===== src/rtl/instr_mem_loadable.sv =====
// Loadable instruction memory: program words stream in over a valid/ready port,
// then the fetch stage reads them back with a registered one-cycle latency.
module instr_mem_loadable #(
    parameter int                DATA_W   = 32,
    parameter int                ADDR_W   = 4,
    parameter int                PC_W     = 32,
    parameter logic [DATA_W-1:0] NOP_WORD = 32'h0000_0000
) (
    input  logic              clk,
    input  logic              rst_n,
    input  logic              load_start,
    input  logic              load_valid,
    input  logic [DATA_W-1:0] load_data,
    input  logic              load_last,
    output logic              load_ready,
    output logic              load_done,
    output logic [ADDR_W:0]   word_count,
    input  logic              fetch_en,
    input  logic [PC_W-1:0]   fetch_addr,
    output logic [DATA_W-1:0] instr,
    output logic              instr_valid,
    output logic [1:0]        fetch_err,
    output logic              busy,
    output logic [1:0]        dbg_state
);

    localparam int DEPTH = 1 << ADDR_W;

    typedef enum logic [1:0] {
        IDLE = 2'd0,
        LOAD = 2'd1,
        RUN  = 2'd2
    } state_t;

    state_t              state;
    state_t              state_next;
    logic [ADDR_W-1:0]   wptr;
    logic [DATA_W-1:0]   mem [DEPTH];

    logic                beat;
    logic                final_beat;
    logic                enter_load;
    logic [ADDR_W-1:0]   index;
    logic                misaligned;
    logic                unmapped;

    // Load handshake: a beat transfers on a cycle where load_valid && load_ready.
    // load_ready is a pure decode of the state register, so it never depends on
    // load_valid and changes only on clock edges.
    assign load_ready = (state == LOAD);
    assign busy       = (state == LOAD);
    assign dbg_state  = state;

    assign beat       = load_valid && load_ready;
    assign final_beat = load_last || (&wptr);
    assign enter_load = (state != LOAD) && (state_next == LOAD);

    always_comb begin
        state_next = state;
        case (state)
            IDLE:    if (load_start) state_next = LOAD;
            LOAD:    if (beat && final_beat) state_next = RUN;
            RUN:     if (load_start) state_next = LOAD;
            default: state_next = IDLE;
        endcase
    end

    always_ff @(posedge clk or negedge rst_n) begin
        if (!rst_n) begin
            state      <= IDLE;
            wptr       <= '0;
            word_count <= '0;
            load_done  <= 1'b0;
        end else begin
            state     <= state_next;
            load_done <= beat && final_beat;
            if (enter_load) begin
                wptr       <= '0;
                word_count <= '0;
            end else if (beat) begin
                wptr <= wptr + 1'b1;
                if (final_beat) word_count <= {1'b0, wptr} + 1'b1;
            end
        end
    end

    // Array storage has no reset; word_count gates every read so stale
    // contents are never visible.
    always_ff @(posedge clk) begin
        if (beat) mem[wptr] <= load_data;
    end

    assign index      = fetch_addr[ADDR_W+1:2];
    assign misaligned = (fetch_addr[1:0] != 2'b00);
    assign unmapped   = (state != RUN)
                     || ((fetch_addr >> (ADDR_W + 2)) != '0)
                     || ({1'b0, index} >= word_count);

    always_ff @(posedge clk or negedge rst_n) begin
        if (!rst_n) begin
            instr_valid <= 1'b0;
            instr       <= NOP_WORD;
            fetch_err   <= 2'b00;
        end else begin
            instr_valid <= fetch_en;
            if (fetch_en) begin
                fetch_err <= {unmapped, misaligned};
                instr     <= (unmapped || misaligned) ? NOP_WORD : mem[index];
            end
        end
    end

endmodule


===== config.mk =====
export PLATFORM = sky130hd
export DESIGN_NAME = instr_mem_loadable
export DESIGN_NICKNAME = d
export VERILOG_FILES = /design/src/rtl/instr_mem_loadable.sv
export SDC_FILE = /design/constraint.sdc
export NUM_CORES = 1
export LEC_CHECK = 0
export ABC_AREA = 1
export BUFFER_PORTS_ARGS = -buffer_cell sky130_fd_sc_hd__buf_2
export CAP_MARGIN = 40
export CORE_ASPECT_RATIO = 0.7
export CORE_UTILIZATION = 55
export DETAILED_ROUTE_END_ITERATION = 10
export GPL_ROUTABILITY_DRIVEN = 0
export PLACE_DENSITY = 0.75
export SYNTH_ARGS = -nofsm -noshare
export SYNTH_HDL_FRONTEND = slang
export SYNTH_SLANG_ARGS = --single-unit

===== constraint.sdc =====
create_clock -name clk -period 6.9 [get_ports clk]
set_input_delay 0.345 -clock clk [delete_from_list [all_inputs] [get_ports clk]]
set_output_delay 0.345 -clock clk [all_outputs]
set_load 0.005 [all_outputs]

* Yosys cells after proc, flatten, opt, wreduce, memory -nomap -nowiden *
Memories as Yosys holds them, arrays and structs flattened.
Index checks and enable logic that the tools add are counted.

storage, ports and cells
  flip-flop bits (word level) = 47
  memory bits (writable) = 512
  input bits = 70
  output and inout bits = 45
  word-level logic and storage cells = 42
  memories = 1

operators by class
  $add $sub $neg = 2
  $lt $le $gt $ge = 1
  equal/unequal tests = 5
  muxes and demuxes = 11
  reduce and logical (&&, ||, !) cells = 15

memory list
  name  words  bits a word  read ports  clocked after memory_dff  write ports  line  text
  mem   16     32           1           0                         1            38    logic [DATA_W-1:0] mem [DEPTH];

operator list
  cell                   count
  $mux W32               1
  $reduce_bool A32 Y1    1
  $mux W5                3
  $mux W4                2
  $reduce_bool A2 Y1     3
  $add A4 B1 Y5 const B  1
  $ge A4 B5 Y1           1
  $add A4 B1 Y4 const B  1
  $eq A2 B1 Y1 const B   2
  $logic_or A1 B1 Y1     4
  $mux W2                2
  $pmux W2 S2            1
  $reduce_and A4 Y1      1
  $logic_and A1 B1 Y1    3
  $eq A2 B2 Y1 const B   1
  $logic_not A2 Y1       1
  $mux W1                2
  $ne A2 B1 Y1 const B   1
  $ne A2 B2 Y1 const B   1
  $reduce_and A2 Y1      1
  $reduce_or A2 Y1       1

* Depth between registers and ports, before layout *
  depth after elaboration = 9
  depth in mapped cells = 14
  mapped depth without buffers = 10

* Least setup slack after synthesis *
OpenSTA, ideal clock, no wires.

  path kind = register -> register
  start = reg state[0], in the netlist dbg_state[0]
  end = mem mem[3][0], enable pin
  library setup time = 0.461 ns
  data arrival time = 2.982 ns
  required time = 6.439 ns
  path slack = 3.457 ns
  stages on the path, launching flop included = 5
  path buffers = 0
  clock period less this slack = 3.443 ns
  cells stage by stage = dfrtp_1 inv_1 nor2_2 nand2_4 nor3_1

on the way
  longest elaborated chain between the ends = 4

RTL lines
  item                           line  text
  start: declaration             35    state_t state;
  start signal: assignment       75    state <= state_next;
  $eq A2 B1 Y1                   n/a
  via busy                       23    output logic busy,
  $logic_and A1 B1 Y1            54    assign beat = load_valid && load_ready;
  $mux W1                        90    if (beat) mem[wptr] <= load_data;
  $mux W1 (not written as such)  90
  end: declaration               38

The timed path passes the listed nets, and every way through them passes these cells.

* Final worst setup path *
  start = in fetch_addr[2]
  end = reg instr[16]

on the way
  longest elaborated chain between the ends = 4
  elaborated cells on any way between the ends = 5
  classes of those cells = order compare: 1; mux: 1; reduce/logical: 2; memory: 1

RTL lines
  item                    line  text
  start: declaration      19    input logic [PC_W-1:0] fetch_addr,
  $ge A4 B5 Y1            97    || ({1'b0, index} >= word_count);
  $logic_or A1 B1 Y1      97
  $logic_or A1 B1 Y1      108   instr <= (unmapped || misaligned) ? NOP_WORD : mem[index];
  $mux W32 *              108
  end signal: assignment  108
  end: declaration        20    output logic [DATA_W-1:0] instr,

Every way passes the cells marked *; elsewhere a longest branch is shown, timed or not.
A chain may end at the register's enable or synchronous reset.

==> run metrics <==
Yosys cell types=29; antenna violations before repair=2; Die Wd=244 um; Seq/Total Area, Yosys=0.732; setup TNS=0 ns; Cell Rows=61; Mapped Cells=about 1900; startpoint types=input port; layout cells sized above 1=0.128; Tcrit/Tclk final=0.379; number of remaining DRC errors=0; GRT overflow=0; CTS tree=built; Hold Slack=0.0345 ns; post-synthesis sequential element count=about 560; Final Util=0.631; Slew Limit Fails=0; Worst Setup End Kind=register; Tightest Hold Check Type=input port to register; Tot GR Track Use=0.267; Routed WL=roughly 55000 um; max frequency=0.382 GHz; routed len/inst=~22 um; placed wire-length estimate=roughly 27000 um; initial drt markers=1808; H-tree levels=2; Pre-Repair DR Iteration Count=6; cell leakage power=roughly 9.5 nW; Starting Density=0.564; max_cap viols=0; worst vdd ir=roughly 250 uV; Final Setup Violations=0; CP arrival=~3.1 ns; Die H=~170 um; status=completed; first-pass GRT wire length=between 80000 and 90000 um; mapped cell area=about 23000 um2; post-layout minimum cycle time=2.62 ns; syn_area_per_cell=around 12 um2; RSZ-0062 raised after global routing=no; # IOs=115; Port Buffers=about 110; clock-pin slew on the worst setup and hold paths=roughly 0.070 ns; number of buffers created by CTS=49; Clk Latency, worst-skew pair=a little under 0.6 ns; PwrDens=around 290 nW/um2; P&R area growth vs syn=11.9%; Fin. Hold Viols=0; pin count of the biggest net entering global routing=110; CTS root buffer=clkbuf_16; syn_nets=about 2000; CTS max path bufs=3; clock sink count=approximately 560; vias in the first global route=14100; full die area=between 40000 and 50000 um2; Clock Skew=about 0.014 ns; crit-path max FO=about 110; Post-DRT Antenna Nets=0; fill count=2967; Synth Warn #=0; core area=40100 um2; via count=around 15000; critical path type=input port to register; Max-slew headroom=0.379; vias per cell=slightly below 6; actual slew at the worst max-slew pin=~0.93 ns; Nets=roughly 2100; Worst EP required=approximately 7.4 ns
-- layer usage --
| metal | global-route usage | vias to the layer above | share of wire |
|---|---|---|---|
| li1 | - | 6794 | - |
| met1 | 0.376 | 7129 | 0.41 |
| met2 | 0.433 | 734 | 0.47 |
| met3 | 0.0445 | 99 | 0.096 |
| met4 | 0.0783 | 2 | 0.021 |
| met5 | 0 | - | 0.00015 |
-- through the flow --
step	total power [W]	area, um2	worst slack (ns)	instances
finish	0.00746	25300	4.28	2549
global route	0.00768	25300	4.06	2548
CTS	0.00748	25300	4.30	2548
detailed placement	0.00460	23600	3.73	2455
global placement	0.00457	23500	3.80	2452
floorplan	0.00434	22600	3.46	1886
-- power breakdown --
group | leakage [nW] | internal, W | switching, W | total [W]
clock | 0.856 | 0.00171 | 0.00122 | 0.00293
combinational | 3.41 | 0.000162 | 0.000465 | 0.000627
sequential | 5.25 | 0.00386 | 0.0000477 | 0.00390
total | 9.52 | 0.00573 | 0.00173 | 0.00746
-- final timing paths --
kind | end | slack, ns | startpoint | depth (start not counted)
min | dbg_state[1] | 0.03 | load_start | 4
max in group asynchronous | instr[10] | 5.80 | rst_n | 3
min reg2reg | instr[30] | 0.48 | instr[30] | 2
max reg2reg | mem[10][3] | 4.29 | dbg_state[0] | 7
min in group asynchronous | word_count[0] | 0.53 | rst_n | 3
max | instr[16] | 4.28 | fetch_addr[2] | 11
-- flip-flops by register name, indices dropped and copies added (netlist names) --
register and cells:
fetch_err 2, wptr 4, instr_valid 1, mem 512, word_count 5, load_done 1, instr 32, dbg_state 2
-- cell families after synthesis --
family | count (synthesis) | share of synthesized area
XOR/XNOR | 2 | 0.000775
adder cells (fa/ha/maj) | 8 | 0.00443
AND/OR/NAND/NOR | 1145 | 0.219
flip-flops | 559 | 0.732
buffers and inverters | 151 | 0.0379
AO/OA/AOI/OAI | 21 | 0.00576
-- final cells by class --
cell class	count	area, um2	area share
inverters	39	158	0.00623
repair buffers	148	892	0.0353
diodes	1	2.50	0.0000989
flip-flops and latches	559	16600	0.654
multi-input cells	1176	5300	0.210
clock buffers	62	1340	0.0528
clock inverters	29	387	0.0153
well taps	535	669	0.0265
-- worst max-delay path, stage by stage --
cell and delay, ns:
buf_6 0.60, inv_6 0.44, ha_1 0.42, nor2_1 0.09
o21ai_0 0.08, nand2_1 0.10, nand3_2 0.11, nor2_4 0.08
buf_4 0.51, nand3_1 0.15, nand2_1 0.10
-- cells in the final DEF, fill, tap and decap left out, types with 14 or more instances in the layout --
master,count
buf_4,30
inv_1,33
clkbuf_16,49
clkinv_2,15
dfrtp_1,47
nor2_1,43
buf_2,112
edfxtp_1,512
nor2_4,14
nand3_1,477
nand2_1,598
-- cells in the mapped netlist --
master | n | area share
nor2_2 | 3 | 0.00083
nor2_1 | 55 | 0.0091
a21oi_1 | 1 | 0.00022
a21oi_4 | 1 | 0.00072
nand4_1 | 4 | 0.0011
and2_1 | 2 | 0.00055
nor2_4 | 1 | 0.00050
inv_2 | 5 | 0.00083
o21ai_0 | 8 | 0.0018
nand2_4 | 1 | 0.00050
inv_4 | 1 | 0.00028
o211ai_1 | 2 | 0.00066
buf_1 | 13 | 0.0022
buf_4 | 23 | 0.0076
xor2_1 | 2 | 0.00078
edfxtp_1 | 512 | 0.68
nand3_1 | 477 | 0.11
buf_2 | 41 | 0.0091
o22ai_1 | 5 | 0.0014
nor3_1 | 3 | 0.00066
clkbuf_1 | 15 | 0.0025
nand3_2 | 1 | 0.00044
inv_1 | 33 | 0.0055
dfrtp_1 | 47 | 0.052
nand2_1 | 598 | 0.099
ha_1 | 8 | 0.0044
o21ai_1 | 3 | 0.00066
o21a_1 | 1 | 0.00033
buf_6 | 20 | 0.010
-- what timing repair did --
item	CTS	global route
hold endpoints to repair	2	0
gates resized for setup	0	0
setup buffers	0	0
hold buffers	2	0
Note: power is estimated with default switching activity, not from simulation.
